## config.mk

```make
export PLATFORM = sky130hd
export DESIGN_NAME = vliw_writeback_q
export DESIGN_NICKNAME = d
export VERILOG_FILES = /design/src/rtl/vliw_writeback_q.sv
export SDC_FILE = /design/constraint.sdc
export NUM_CORES = 1
export LEC_CHECK = 0
export ABC_AREA = 1
export CORE_ASPECT_RATIO = 0.9
export CORE_MARGIN = 1
export CORE_UTILIZATION = 54
export DETAILED_ROUTE_END_ITERATION = 6
export PLACE_DENSITY = 0.82
export SLEW_MARGIN = 0
export SYNTH_ARGS = -nofsm -noshare
export SYNTH_HDL_FRONTEND = slang
export SYNTH_SLANG_ARGS = --single-unit
```

## constraint.sdc

```tcl
create_clock -name clock -period 13.05 [get_ports clock]
set_input_delay 2.61 -clock clock [delete_from_list [all_inputs] [get_ports clock]]
set_output_delay 2.61 -clock clock [all_outputs]
set_load 0.01 [all_outputs]
```

## src/rtl/vliw_writeback_q.sv

```systemverilog
// Writeback stage for the VLIW core, sitting between execute and the register file.
// It registers one bundle of per-pipe results and drives the register-file write ports.
// Within a bundle, the highest-index pipe wins a same-destination write collision.
// Read results are buffered in a small FIFO with a valid/ready drain port.
module vliw_writeback_q #(
  parameter int NPIPE     = 3,
  parameter int DW        = 64,
  parameter int AW        = 4,
  parameter int RDQ_DEPTH = 4
) (
  input  logic                  clock,
  input  logic                  reset,
  input  logic                  flush,
  input  logic                  stall,
  input  logic [NPIPE*AW-1:0]   e2w_dest,
  input  logic [NPIPE*DW-1:0]   e2w_data,
  input  logic [NPIPE-1:0]      e2w_wr,
  input  logic [NPIPE-1:0]      e2w_read,
  output logic                  w2e_stall,
  output logic [NPIPE-1:0]      w2r_wr,
  output logic [NPIPE*AW-1:0]   w2re_dest,
  output logic [NPIPE*DW-1:0]   w2re_data,
  output logic                  wr_conflict,
  output logic                  rd_valid,
  input  logic                  rd_ready,
  output logic [NPIPE*DW-1:0]   rd_data,
  output logic [NPIPE-1:0]      rd_mask
);

  localparam int PW = (RDQ_DEPTH > 1) ? $clog2(RDQ_DEPTH) : 1;
  localparam int CW = $clog2(RDQ_DEPTH) + 1;

  // Write-port state
  logic [NPIPE-1:0]    wr_reg;
  logic [NPIPE*AW-1:0] dest_reg;
  logic [NPIPE*DW-1:0] data_reg;
  logic                conflict_reg;

  // Read-queue state; storage is a plain register array read at the head pointer
  logic [NPIPE*DW-1:0] mem_data [RDQ_DEPTH];
  logic [NPIPE-1:0]    mem_mask [RDQ_DEPTH];
  logic [PW-1:0]       wr_ptr_reg;
  logic [PW-1:0]       rd_ptr_reg;
  logic [CW-1:0]       count_reg;

  logic                any_rd;
  logic                rdq_full;
  logic                accept;
  logic                push;
  logic                pop;
  logic [NPIPE-1:0]    suppress;
  logic [NPIPE-1:0]    wr_next;
  logic [NPIPE*DW-1:0] push_data;

  assign any_rd   = |e2w_read;
  // Full is judged on the registered count, ignoring a same-cycle pop, so the
  // stall path never depends on rd_ready.
  assign rdq_full = (count_reg == CW'(RDQ_DEPTH));
  assign w2e_stall = ~flush & (stall | (rdq_full & any_rd));
  assign accept    = ~flush & ~w2e_stall;
  assign push      = accept & any_rd;
  assign pop       = rd_valid & rd_ready;

  // Per-pipe collision detect and read-lane masking
  for (genvar gi = 0; gi < NPIPE; gi++) begin : g_pipe
    logic later_hit;

    // A pipe loses its write if any higher-index pipe writes the same register
    always_comb begin
      later_hit = 1'b0;
      for (int j = gi + 1; j < NPIPE; j++) begin
        if (e2w_wr[j] && (e2w_dest[j*AW +: AW] == e2w_dest[gi*AW +: AW])) begin
          later_hit = 1'b1;
        end
      end
    end

    assign suppress[gi] = e2w_wr[gi] & later_hit;
    assign wr_next[gi]  = e2w_wr[gi] & ~later_hit;
    assign push_data[gi*DW +: DW] = e2w_read[gi] ? e2w_data[gi*DW +: DW] : '0;
  end

  // Write-port register: flush clears, stall inserts a bubble and holds dest/data
  always_ff @(posedge clock) begin
    if (reset) begin
      wr_reg       <= '0;
      dest_reg     <= '0;
      data_reg     <= '0;
      conflict_reg <= 1'b0;
    end else if (flush) begin
      wr_reg       <= '0;
      dest_reg     <= '0;
      data_reg     <= '0;
      conflict_reg <= 1'b0;
    end else if (accept) begin
      wr_reg       <= wr_next;
      dest_reg     <= e2w_dest;
      data_reg     <= e2w_data;
      conflict_reg <= |suppress;
    end else begin
      wr_reg       <= '0;
      conflict_reg <= 1'b0;
    end
  end

  // Queue storage write; contents are qualified by count, so no reset is needed
  always_ff @(posedge clock) begin
    if (push) begin
      mem_data[wr_ptr_reg] <= push_data;
      mem_mask[wr_ptr_reg] <= e2w_read;
    end
  end

  // Queue pointers and occupancy; power-of-two depth lets pointers wrap naturally
  always_ff @(posedge clock) begin
    if (reset) begin
      wr_ptr_reg <= '0;
      rd_ptr_reg <= '0;
      count_reg  <= '0;
    end else begin
      if (push) wr_ptr_reg <= wr_ptr_reg + PW'(1);
      if (pop)  rd_ptr_reg <= rd_ptr_reg + PW'(1);
      if (push && !pop)      count_reg <= count_reg + CW'(1);
      else if (pop && !push) count_reg <= count_reg - CW'(1);
    end
  end

  assign w2r_wr      = wr_reg;
  assign w2re_dest   = dest_reg;
  assign w2re_data   = data_reg;
  assign wr_conflict = conflict_reg;
  assign rd_valid    = (count_reg != '0);
  assign rd_data     = rd_valid ? mem_data[rd_ptr_reg] : '0;
  assign rd_mask     = rd_valid ? mem_mask[rd_ptr_reg] : '0;

endmodule

```

==> results.txt, run 1 <==
----------------------------------------------------
[Clocking]
  H-tree lvl count ... 3
  Quantity of gates resized following cts ... 0
  Number of buffers added to fix hold violations after cts ... 0
  Sink count of the clock tree ... about 1,000
  Source-to-sink clock delay at the later pin of the worst-skew pair ... 0.65 ns
  Post-CTS clock slew at the launch and capture registers of the worst setup and hold paths ... 0.07 ns
  CTS buffer count ... 97
  CTS root buffer ... clkbuf_16
  Clock tree from TritonCTS ... built
  Post-CTS setup buffer count ... 0
  Largest buffer count on any clock path ... 3

[Floorplan]
  Die span in y ... 258.0 µm
  Starting utilization of the core area ... 54.77%
  Width of the die ... about 290 µm
  Core outline area ... 71,800 µm²
  I/O pin count ... 620
  Cell row count ... a little over 90
  Total Die Area ... around 74,000 µm²

[STA]
  Actual slew at the worst max-slew pin ... 1.174 ns
  Final min period ... 7.451 ns
  # setup viols final ... 0
  Fin. max-slew vios ... 0
  Part of the cycle the worst path needs ... a little under three fifths
  Clock Skew ... between 0.02 and 0.03 ns
  Hold Violations, Final ... 0
  Upper clock frequency limit ... approximately 130 MHz
  Setup TNS ... 0 ns
  Final Worst Setup Slack ... about 5.6 ns
  Setup repair after global routing missed its margin ... no
  Slew Limit Headroom ... roughly 22%

[Routing]
  Total routed wirelength ... about 110 mm
  Avg Vias per Cell ... ~5.5
  Length of the first detailed-routing pass in iterations ... 7
  Count of nets left with antenna violations after detail routing ... 0
  Number of remaining DRC errors ... 0
  Number of DRC violations after detailed-routing iteration 0 ... approximately 2,800
  Average wire length per cell after detail routing ... just over 20 µm
  Via count ... 29,051

[Worst setup path]
  Worst path most repeated cell ... nor2_1
  Data required time of the worst path ... roughly 10 ns
  Setup slack on the worst flop-to-flop path ... 8.74 ns
  Arrival time at the worst endpoint ... around 4.8 ns
  Critical path class ... primary input to primary output
  Maximum fanout encountered on the critical timing path ... 69
  Ordered cell list for the critical path ... buf_2 -> buf_4 -> nor2_1 -> nand2_1 -> a21oi_4 -> nor2_1 -> clkdlybuf4s50_1
  Slowest library cell on the worst path ... buf_4
  Launching element type of the critical path ... primary input
  Highest cell delay on the worst timing path ... 0.71 ns
  Crit. End Element ... primary output

[Yosys]
  Number of warnings reported in the yosys synthesis log ... 0
  Fraction of synthesized cell area taken by the top area cell type ... between 50% and 60%
  EDFF count, synth ... 780
  Post-synth top cells ... nor2_1 (1,197), edfxtp_1 (780), o21ai_0 (497), nand2_1 (237), a21oi_1 (219)
  Net count of the mapped netlist ... a little under 4,000
  Post-synthesis cell area ... 39,330 µm²
  Post-synthesis cell type with the largest combined area ... edfxtp_1
  Average cell area after synthesis ... 10.58 µm²
  Seq/Total Area, Yosys ... 70.61%
  Prevailing post-synth register cell ... edfxtp_1
  Number of distinct standard cells referenced by the synthesized netlist ... 27
  Number of instances in the synthesized netlist ... around 3,700
  Fraction of synthesis flops using an asynchronous set or reset pin ... 0%
  Most common cell in the netlist ... nor2_1
  Largest cells by area after synthesis ... edfxtp_1 (60%), nor2_1 (11%), dfxtp_1 (11%)
  Flops & latches, synth ... between 900 and 1,000

[Global route]
  Total global routing overflow ... 0
  Combined global-route utilization of all metal layers ... between 20% and 30%
  Global-route wire length before repair ... 160.9 mm
  Initial antenna violation count ... 1
  Pin count of the biggest net entering global routing ... about 190
  Via count of the first global-routing pass ... between 20,000 and 30,000

[Run]
  Number of max-capacitance violations reported ... 0

[Placement]
  IO buf count ... between 600 and 700
  Weighted congestion reported at the end of routability-driven placement ... approximately 0.85
  Worst slack at placement ... 5.570 ns
  Detailed placer's ending HPWL ... 62.77 mm

[Layout]
  Number of filler instances in the final layout ... 4,894
  Number of flip-flops in the largest register ... 768
  Antenna Diode Count ... 0
  Register containing the most flip-flops in the final layout ... mem_data
  FF+latch area ... ~28,000 µm²
  Multi-input gate area ... approximately 9700 µm²
  Number of nets in the layout ... 4,452
  Area overhead of the layout relative to synthesis ... 25.42%
  Ratio of cells with drive above 1 in the final layout ... 5.051%

[Outcome]
  Run status ... complete, no violations

[Power]
  Pwr dens ... between 150 and 200 nW/µm²
  Static leakage power ... 0.01885 µW
  Worst IR Drop VDD ... about 220 µV

[Hold path]
  Min-Delay Path Class ... flop to flop

----------------------------------------------------
worst max-delay path: cells and delay by family:
kind	cells	cell delay, ns
buffers and inverters	3	1.40
AND/OR/NAND/NOR	3	0.72
AO/OA/AOI/OAI	1	0.09
area by class of cell:
cell class / instances / area share [%]
Clock buffer: 130 / 5.718
Tap cell: 950 / 2.410
Inverter: 221 / 1.707
Clock inverter: 54 / 1.159
Sequential cell: 997 / 56.31
Multi-Input combinational cell: 2261 / 19.59
Timing Repair Buffer: 653 / 13.10
worst paths after layout:
kind | start | depth (start not counted) | endpoint
worst max register to register | count_reg[0] | 8 | mem_data[1][110]
worst min-delay path | w2re_data[159] | 2 | w2re_data[159]
worst min register to register | w2re_data[159] | 2 | w2re_data[159]
worst max-delay path | e2w_read[1] | 7 | w2e_stall
cells by family (layout without fill, tap and decap cells):
group	Yosys count	in the layout	synth area share (%)
fa+ha+maj	6	6	0.2100
xor+xnor	3	3	0.06683
buf+inv	458	1058	4.941
simple gates	1445	1445	13.87
flops	997	997	70.61
compound gates	807	807	10.30
layout by cell type (no fill, tap or decap), drive strengths merged:
cell type,Yosys,final
clkinv,0,31
a21oi,220,220
clkbuf,117,130
o22ai,1,1
buf,120,37
clkinvlp,0,7
bufinv,0,9
xor2,1,1
dfxtp,217,217
ha,5,5
xnor2,2,2
o21ai,586,586
nand3,4,4
nand4,2,2
edfxtp,780,780
inv,221,228
clkdlybuf4s50,0,616
fa,1,1
nor3,1,1
nand2,238,238
nor2,1200,1200
per-stage QoR:
| step | cell area (µm²) | hold WS (ns) | util [%] | total power [µW] | instances |
|---|---|---|---|---|---|
| 6_report | 49320 | 0.4687 | 68.70 | 9651 | 5266 |
| 5_1_grt | 49320 | 0.5010 | 68.70 | 10010 | 5266 |
| 4_1_cts | 49320 | 0.4679 | 68.70 | 9681 | 5266 |
| 3_5_place_dp | 45930 | 0.4577 | 63.97 | 6773 | 5082 |
| 3_3_place_gp | 45930 | 0.4520 | 63.97 | 6724 | 5082 |
| 2_1_floorplan | 39330 | 0.4569 | - | 5220 | 3716 |
per-layer routing:
metal  vias to the layer above  wire, µm  track usage [%]
li1                      13471         -                -
met1                     14028     41260            35.98
met2                      1292     52490            46.69
met3                       258      8386            5.459
met4                         2      4693            13.06
met5                         -        17                0
where the power goes:
part	switching, µW	internal (µW)	total (µW)
Sequential	88.1	3610	3690
Clock	1210	1710	2920
Combinational	1820	1220	3040
Note: power is estimated with default switching activity, not from simulation.
==> run 2, diff against run 1 <==
clock period = 7.55 ns   (was 13.05 ns; I/O delays follow)
==> results.txt, run 2 (synthesized netlist as in run 1, its figures left out) <==
----------------------------------------------------
[Outcome]
  Run status ... complete, no violations

[Clocking]
  Quantity of gates resized following cts ... 0 (unchanged)
  Number of buffers added to fix hold violations after cts ... 0 (unchanged)
  Post-CTS clock slew at the launch and capture registers of the worst setup and hold paths ... 0.06 ns (about the same)
  CTS root buffer ... clkbuf_16
  H-tree lvl count ... 3 (unchanged)
  Largest buffer count on any clock path ... 3 (unchanged)
  CTS buffer count ... 97 (unchanged)
  Sink count of the clock tree ... 997 (unchanged)
  Post-CTS setup buffer count ... 0 (unchanged)
  Source-to-sink clock delay at the later pin of the worst-skew pair ... 0.65 ns (about the same)
  Clock tree from TritonCTS ... built

[Global route]
  Initial antenna violation count ... 4 (+3)
  Combined global-route utilization of all metal layers ... 27.63% (-0.58 points)
  Via count of the first global-routing pass ... 28,133 (-0.99%)
  Global-route wire length before repair ... 158.4 mm (-1.6%)
  Pin count of the biggest net entering global routing ... 213 (+13%)
  Total global routing overflow ... 0 (unchanged)

[Layout]
  Area overhead of the layout relative to synthesis ... 25.37% (about the same)
  Most frequent cells in the layout ... nor2_1 (1,193), edfxtp_1 (780), clkdlybuf4s50_1 (616)
  Final core utilization ... 68.67% (about the same)
  Most common cell after layout, fill and taps aside ... nor2_1
  Ratio of cells with drive above 1 in the final layout ... 4.639% (-0.41 points)
  Register containing the most flip-flops in the final layout ... mem_data
  Number of nets in the layout ... 4,450 (-0.045%)
  Number of flip-flops in the largest register ... 768 (unchanged)
  Final instance area ... 49,300 µm² (about the same)
  Number of filler instances in the final layout ... 4,895 (+0.020%)
  Count of placed standard cells in the final layout, fillers left out ... 5,262 (-0.076%)

[STA]
  Final min period ... between 5 and 6 ns
  Part of the cycle the worst path needs ... ~74%
  Setup repair after global routing missed its margin ... no
  # setup viols final ... 0 (unchanged)
  Clock Skew ... 0.03056 ns (+0.005413 ns)
  Final Worst Setup Slack ... 1.936 ns (-3.662 ns)
  Slew Limit Headroom ... 21.67% (-0.088 points)
  Upper clock frequency limit ... roughly 180 MHz
  Hold Violations, Final ... 0 (unchanged)
  Actual slew at the worst max-slew pin ... 1.175 ns (+0.001322 ns)
  Fin. max-slew vios ... 0 (unchanged)
  Setup TNS ... 0 ns (unchanged)

[Placement]
  Worst slack at placement ... 2.724 ns (-2.845 ns)
  Placed insts ... 5,080 (-0.039%)
  Detailed placer's ending HPWL ... 60.12 mm (-4.2%)
  IO buf count ... 619 (unchanged)
  Weighted congestion reported at the end of routability-driven placement ... 0.8442 (-0.57%)
  Area after detailed placement ... 46,000 µm² (+0.16%)

[Routing]
  Via count ... 28,779 (-0.94%)
  Avg Vias per Cell ... 5.469 (-0.86%)
  Average wire length per cell after detail routing ... 19.81 µm (-2.4%)
  Total routed wirelength ... 104.2 mm (-2.4%)
  Number of DRC violations after detailed-routing iteration 0 ... 2,509 (-9.3%)
  Count of nets left with antenna violations after detail routing ... 0 (unchanged)
  Length of the first detailed-routing pass in iterations ... 5 (-2)
  Number of remaining DRC errors ... 0 (unchanged)

[Power]
  Static leakage power ... 0.01881 µW (-0.22%)
  Pwr dens ... 335.8 nW/µm² (+72%)
  Worst IR Drop VDD ... 516.2 µV (+140%)

[Hold path]
  Startpoint of the most critical hold path ... w2re_data[186]
  Min-Delay Path Class ... flop to flop
  Number of instances on the worst hold path ... 2 (unchanged)
  Endpoint with the worst hold slack ... w2re_data[186]

[Worst setup path]
  Critical path class ... flop to primary output
  Crit. End Element ... primary output
  Data required time of the worst path ... 6.04 ns (-4.40 ns)
  Ordered cell list for the critical path ... buf_4 -> buf_4 -> nor2_1 -> nor2_1 -> o21ai_0 -> a21oi_1 -> clkdlybuf4s50_1
  Slowest library cell on the worst path ... buf_4
  Setup slack on the worst flop-to-flop path ... 4.25 ns (-4.49 ns)
  Launching element type of the critical path ... flop
  Highest cell delay on the worst timing path ... 0.85 ns (+0.14 ns)
  Depth of the worst register-to-register path ... 13 (+5)
  RR Startpoint ... count_reg[0]
  Terminus of the critical flop-to-flop path ... count_reg[2]
  Arrival time at the worst endpoint ... 4.10 ns (-0.74 ns)
  Maximum fanout encountered on the critical timing path ... 88 (+28%)

[Floorplan]
  Core outline area ... 71,800 µm² (unchanged)
  Width of the die ... 286.5 µm (unchanged)
  I/O pin count ... 620 (unchanged)
  Die span in y ... 258.0 µm (unchanged)
  Starting utilization of the core area ... 54.77% (unchanged)
  Cell row count ... 93 (unchanged)
  Total Die Area ... 73,910 µm² (unchanged)

[Run]
  Number of max-capacitance violations reported ... 0 (unchanged)

----------------------------------------------------
-- run 2: changes by cell type in the layout (fill, tap and decap cells not counted), moves of 3 or more --
cell	before	now
buf_4	32	23
clkbuf_1	14	23
clkinv_2	20	12
buf_12	2	9
clkinv_1	5	9
clkinv_4	4	0
clkbuf_16	104	101
clkinv_16	0	3
-- run 2: worst max-delay path, delay by kind of cell (launching register included) --
kind	cells	cell delay, ns
AO/OA/AOI/OAI	2	0.29
buffers and inverters	3	2.07
flip-flops	1	0.68
AND/OR/NAND/NOR	2	0.31
-- run 2: metrics by stage --
stage / hold slack [ns] / total power, µW
global route: 0.4793 / 17200
floorplan: 0.4569 / 8997
CTS: 0.4627 / 16600
global placement: 0.4501 / 11620
finish: 0.4627 / 16560
detailed placement: 0.4533 / 11700
-- run 2: metal layers --
metal  global-route usage [%]  part of all wire [%]
met1                    35.06                    39
met2                    46.77                    50
met3                    5.247                   7.9
met4                    11.08                   3.5
met5                        0                 0.022
-- run 2: layout make-up --
class | count | area, µm² | area share [%]
antenna | 1 | 2.502 | 0.005076
clock buffer | 141 | 2824 | 5.728
clock inverter | 40 | 475.5 | 0.9643
inverter | 221 | 842.1 | 1.708
multi-input combinational | 2261 | 9663 | 19.60
sequential | 997 | 27770 | 56.33
tap | 950 | 1189 | 2.411
timing repair buffer | 651 | 6534 | 13.25
-- run 2: worst max path at each step --
stage           startpoint        endpoint  slack (ns)  depth (start not counted)
4_1_cts               flop    rd_data[118]        1.97                          7
6_report              flop     rd_data[85]        1.94                          7
2_1_floorplan  e2w_read[2]  mem_data[0][0]       -0.20                          5
3_3_place_gp          flop    rd_data[118]        2.78                          7
5_1_grt               flop    rd_data[118]        1.68                          7
3_5_place_dp          flop    rd_data[118]        2.72                          7
-- run 2: where the power goes --
part           switching [µW]  internal, µW
Combinational            3130          2130
Sequential                156          6230
Clock                    2060          2860
Total                    5340         11200
